[config.mk]
export PLATFORM = sky130hd
export DESIGN_NAME = avl_resp_fifo
export DESIGN_NICKNAME = d
export VERILOG_FILES = /design/src/rtl/avl_resp_fifo.sv
export SDC_FILE = /design/constraint.sdc
export NUM_CORES = 1
export LEC_CHECK = 0
export BUFFER_PORTS_ARGS = -buffer_cell sky130_fd_sc_hd__buf_2
export CAP_MARGIN = 0
export CORE_MARGIN = 2
export CORE_UTILIZATION = 50
export DETAILED_ROUTE_END_ITERATION = 6
export PLACE_DENSITY_LB_ADDON = 0.2
export SYNTH_ARGS = -nofsm -noshare
export SYNTH_HDL_FRONTEND = slang
export SYNTH_SLANG_ARGS = --single-unit
[constraint.sdc]
create_clock -name clk_i -period 4.8 [get_ports clk_i]
set_clock_uncertainty 0.05 [all_clocks]
set_input_delay 0 -clock clk_i [delete_from_list [all_inputs] [get_ports clk_i]]
set_output_delay 0 -clock clk_i [all_outputs]
set_load 0.05 [all_outputs]
[src/rtl/avl_resp_fifo.sv]
// rtl/avl_resp_fifo.sv - in-order response FIFO with count, full and empty
module avl_resp_fifo #(
    parameter int DEPTH = 8,
    parameter int DW    = 32
) (
    input  logic                     clk_i,
    input  logic                     rst_ni,
    input  logic                     push_i,
    input  logic [DW-1:0]            wdata_i,
    input  logic                     pop_i,
    output logic [DW-1:0]            rdata_o,
    output logic [$clog2(DEPTH):0]   count_o,
    output logic                     full_o,
    output logic                     empty_o
);

    localparam int AW = $clog2(DEPTH);

    // One extra pointer bit tells full from empty when the index bits match
    logic [AW:0]   wptr_q, wptr_d;
    logic [AW:0]   rptr_q, rptr_d;
    logic [DW-1:0] mem_q [DEPTH];
    logic          do_push;
    logic          do_pop;

    assign empty_o = (wptr_q == rptr_q);
    assign full_o  = (wptr_q[AW] != rptr_q[AW]) && (wptr_q[AW-1:0] == rptr_q[AW-1:0]);
    assign count_o = wptr_q - rptr_q;
    assign rdata_o = mem_q[rptr_q[AW-1:0]];

    // A push into a full FIFO is only allowed when the head leaves in the same cycle
    assign do_pop  = pop_i & ~empty_o;
    assign do_push = push_i & (~full_o | do_pop);

    // Pointer next-state
    always_comb begin
        wptr_d = wptr_q;
        rptr_d = rptr_q;
        if (do_push) wptr_d = wptr_q + 1'b1;
        if (do_pop)  rptr_d = rptr_q + 1'b1;
    end

    // Pointer registers
    always_ff @(posedge clk_i or negedge rst_ni) begin
        if (!rst_ni) begin
            wptr_q <= '0;
            rptr_q <= '0;
        end else begin
            wptr_q <= wptr_d;
            rptr_q <= rptr_d;
        end
    end

    // Storage array, written at the tail
    always_ff @(posedge clk_i) begin
        if (do_push) mem_q[wptr_q[AW-1:0]] <= wdata_i;
    end

endmodule

==> results_dict.tcl <==
set metrics [dict create \
    synth.yosys.seq_area_share_pct 77.6 \
    worstSetupPathType "reg -> reg" \
    start_util_pct 50.6 \
    postLayoutCellArea_sq_um 12100 \
    crit_reg_reg_startpoint "rptr_q[2]" \
    r2r_end "mem_q[1][12]" \
    worst_slew_margin_rel_pct 20.9 \
    switching_share_pct 38.1 \
    power_frac_seq_pct 37.2 \
    placementRows 52 \
    synth.cell_area_sq_um 10200 \
    clock_sinks 264 \
    clock_latency_ps 520 \
    die_width_um 147 \
    share_clk_of_total_power_pct 24.1 \
    syn_to_final_growth_pct 19.3 \
    irDropWorstVdd_mv 0.327 \
    routed_wire_length_um 18800 \
    grt_setup_unrepaired "no" \
    power_density_nw_per_um2 686 \
    grt_start_max_net_pins 69 \
    synth_cells 496 \
    cp-start-kind "flip-flop" \
    dp.final_hpwl_um 10200 \
    p_sw_w 0.00317 \
    min_path_type "in -> reg" \
    n_antenna_cell 0 \
    synth_nets 538 \
    viasPerCell 5.34 \
    critical_path.endpoint_type "flip-flop" \
    totalPowerFinal_w 0.00832 \
    timing.final.crit_share_pct 72.4 \
    coreArea_sq_um 20100 \
    io_buffers 73 \
    drive_gt1_share_pct 31.7 \
    hold_ws_ps 236 \
    tritoncts "yes" \
    setup.reg_to_reg.worst_slack_ps 1330 \
    wp_data_required_ps 4880 \
    remaining_drcs 0 \
    antenna_found_initial 0 \
    worstSetupStartpoint "rptr_q[2]" \
    syn_avg_cell_area_sq_um 20.5 \
    detail_route.first_pass.iterations 4 \
    cts_max_level 1 \
    cap_violations 0 \
    netlist-cell-type-count 27 \
    gr-usage-all-layers_pct 17.8 \
    fmax_ghz 0.288 \
    tightestPinTransition_ps 1180 \
    result_of_the_run "completed" \
    clockBufferDepth 3 \
    worstSetupEndpoint "mem_q[1][12]" \
    final_max_slew_viol_count 0 \
    power_frac_comb_pct 38.6 \
    setup-tns-final_ps 0 \
    die-area_sq_um 21500 \
    worst_ep_arrival_time_ps 3550 \
    power_report.internal_total_w 0.00515 \
    finalHoldViolations 0 \
    overflow 0 \
    synth.yosys.warnings 0 \
    placedInstanceArea_sq_um 10900 \
    ant_nets 0 \
    final.min_clock_period_ps 3470 \
    grt_pass1_vias 5134 \
    io_pins 74 \
    nNetsFinal 666 \
    worst_r2r_path_depth 7 \
    setup_viol_count_final 0 \
    cts_inserted_buffers 27 \
    cp_max_fo 34 \
    floorplan.die.height_um 147 \
    leakage_nw 4.20 \
    path_clk_slew_ps 60 \
    routed_wire_length_per_instance_um 20.6 \
    vias 4876 \
    synth-seq-cells 264 \
    first_iter_violations 276 \
    clock_tree.root_cell "sky130_fd_sc_hd__clkbuf_16" \
    globalplace.congestion 0.741 \
    wire_length_of_the_first_global_routing_pass_um 29200 \
]
cells by family (layout without fill, tap and decap cells):
| kind of cell | after synthesis | count (layout) | synth area share, % |
|---|---|---|---|
| flops | 264 | 264 | 77.6 |
| simple gates | 117 | 117 | 4.57 |
| mux | 66 | 66 | 14.4 |
| buf+inv | 29 | 176 | 1.33 |
| xor+xnor | 10 | 10 | 0.935 |
| fa+ha+maj | 6 | 6 | 0.812 |
| compound gates | 4 | 4 | 0.332 |
cells in the mapped netlist:
library cell / number / share of area, %
sky130_fd_sc_hd__xor2_1: 3 / 0.26
sky130_fd_sc_hd__nor2_1: 10 / 0.37
sky130_fd_sc_hd__xnor2_2: 1 / 0.16
sky130_fd_sc_hd__clkbuf_1: 7 / 0.26
sky130_fd_sc_hd__nand2_4: 1 / 0.11
sky130_fd_sc_hd__buf_1: 3 / 0.11
sky130_fd_sc_hd__o311ai_2: 1 / 0.16
sky130_fd_sc_hd__buf_4: 5 / 0.37
sky130_fd_sc_hd__xnor2_1: 6 / 0.52
sky130_fd_sc_hd__mux2_2: 1 / 0.11
sky130_fd_sc_hd__mux2_4: 1 / 0.15
sky130_fd_sc_hd__nand3b_1: 1 / 0.074
sky130_fd_sc_hd__nor3_1: 2 / 0.098
sky130_fd_sc_hd__nand3_1: 3 / 0.15
sky130_fd_sc_hd__dfrtp_1: 8 / 2.0
sky130_fd_sc_hd__mux4_2: 64 / 14
sky130_fd_sc_hd__fa_1: 1 / 0.20
sky130_fd_sc_hd__buf_2: 6 / 0.30
sky130_fd_sc_hd__nand2_1: 99 / 3.7
sky130_fd_sc_hd__a21o_1: 1 / 0.074
sky130_fd_sc_hd__edfxtp_1: 256 / 76
sky130_fd_sc_hd__or3_4: 1 / 0.11
sky130_fd_sc_hd__a21oi_1: 1 / 0.049
sky130_fd_sc_hd__ha_1: 5 / 0.62
sky130_fd_sc_hd__inv_1: 7 / 0.26
sky130_fd_sc_hd__clkinv_1: 1 / 0.037
sky130_fd_sc_hd__o21ai_0: 1 / 0.049
timing repair:
| action | CTS | global route |
|---|---|---|
| buffers inserted | 0 | 0 |
| resized for setup | 0 | 0 |
| hold buffers | 37 | 0 |
| endpoints found under the hold margin | 269 | 0 |
routing by layer:
metal	vias to the layer above	routed length [um]	global-route usage (%)
met5	-	0	0
met2	141	9560	29.9
met1	2492	7680	24.2
li1	2218	-	-
met3	25	1250	3.38
met4	0	331	4.90
power by group through the flow:
stage | Clock [W] | Sequential (W) | Combinational [W]
2_1_floorplan | 0 | 0.00306 | 0.00255
5_1_grt | 0.00214 | 0.00314 | 0.00341
3_5_place_dp | 0 | 0.00316 | 0.00324
4_1_cts | 0.00206 | 0.00311 | 0.00327
6_report | 0.00201 | 0.00310 | 0.00322
3_3_place_gp | 0 | 0.00314 | 0.00322
critical path, stage by stage (launching register included):
cell,delay (ps)
sky130_fd_sc_hd__dfrtp_2,330
sky130_fd_sc_hd__buf_4,410
sky130_fd_sc_hd__clkinv_1,200
sky130_fd_sc_hd__ha_1,360
sky130_fd_sc_hd__nand3_1,200
sky130_fd_sc_hd__or3_4,190
sky130_fd_sc_hd__nand3b_1,300
sky130_fd_sc_hd__nor2_4,1020
worst min path at each step:
stage	start	cells after the start	slack [ps]	end
2_1_floorplan	rst_ni	0	-350	rptr_q[0]
6_report	wdata_i[29]	2	240	mem_q[6][29]
3_3_place_gp	rst_ni	1	-190	rptr_q[3]
4_1_cts	wdata_i[29]	2	220	mem_q[7][29]
3_5_place_dp	rst_ni	1	-190	rptr_q[3]
5_1_grt	wdata_i[22]	2	240	mem_q[7][22]
layout make-up:
| cell class | instances | area (sq um) |
|---|---|---|
| Clock buffer | 32 | 694 |
| Clock inverter | 16 | 160 |
| Fill cell | 1447 | 7980 |
| Inverter | 8 | 30.0 |
| Multi-Input combinational cell | 203 | 2200 |
| Sequential cell | 264 | 7900 |
| Tap cell | 270 | 338 |
| Timing Repair Buffer | 120 | 811 |
sequential cells by signal (all words and copies together), names as in the netlist:
name	count
mem_q	256
rptr_q	4
wptr_q	4
through the flow:
step                      utilization, %  setup WS [ps]  instances
after global placement              54.2           1470        828
after detailed placement            54.2           1290        828
after global routing                60.3           1110        913
after CTS                           60.3           1270        913
after floorplan                        -            349        496
final                               60.3           1330        913
cells in the final DEF, fill, tap and decap left out, drive strengths merged, types with 5 or more instances in the layout:
| cell type | Yosys | routed |
|---|---|---|
| dlygate4sd3 | 0 | 37 |
| ha | 5 | 5 |
| clkinv | 1 | 12 |
| nor2 | 10 | 10 |
| mux4 | 64 | 64 |
| clkbuf | 7 | 32 |
| inv | 7 | 7 |
| dfrtp | 8 | 8 |
| xnor2 | 7 | 7 |
| nand2 | 100 | 100 |
| buf | 14 | 83 |
| edfxtp | 256 | 256 |
Power figures use the tool's default switching activity.
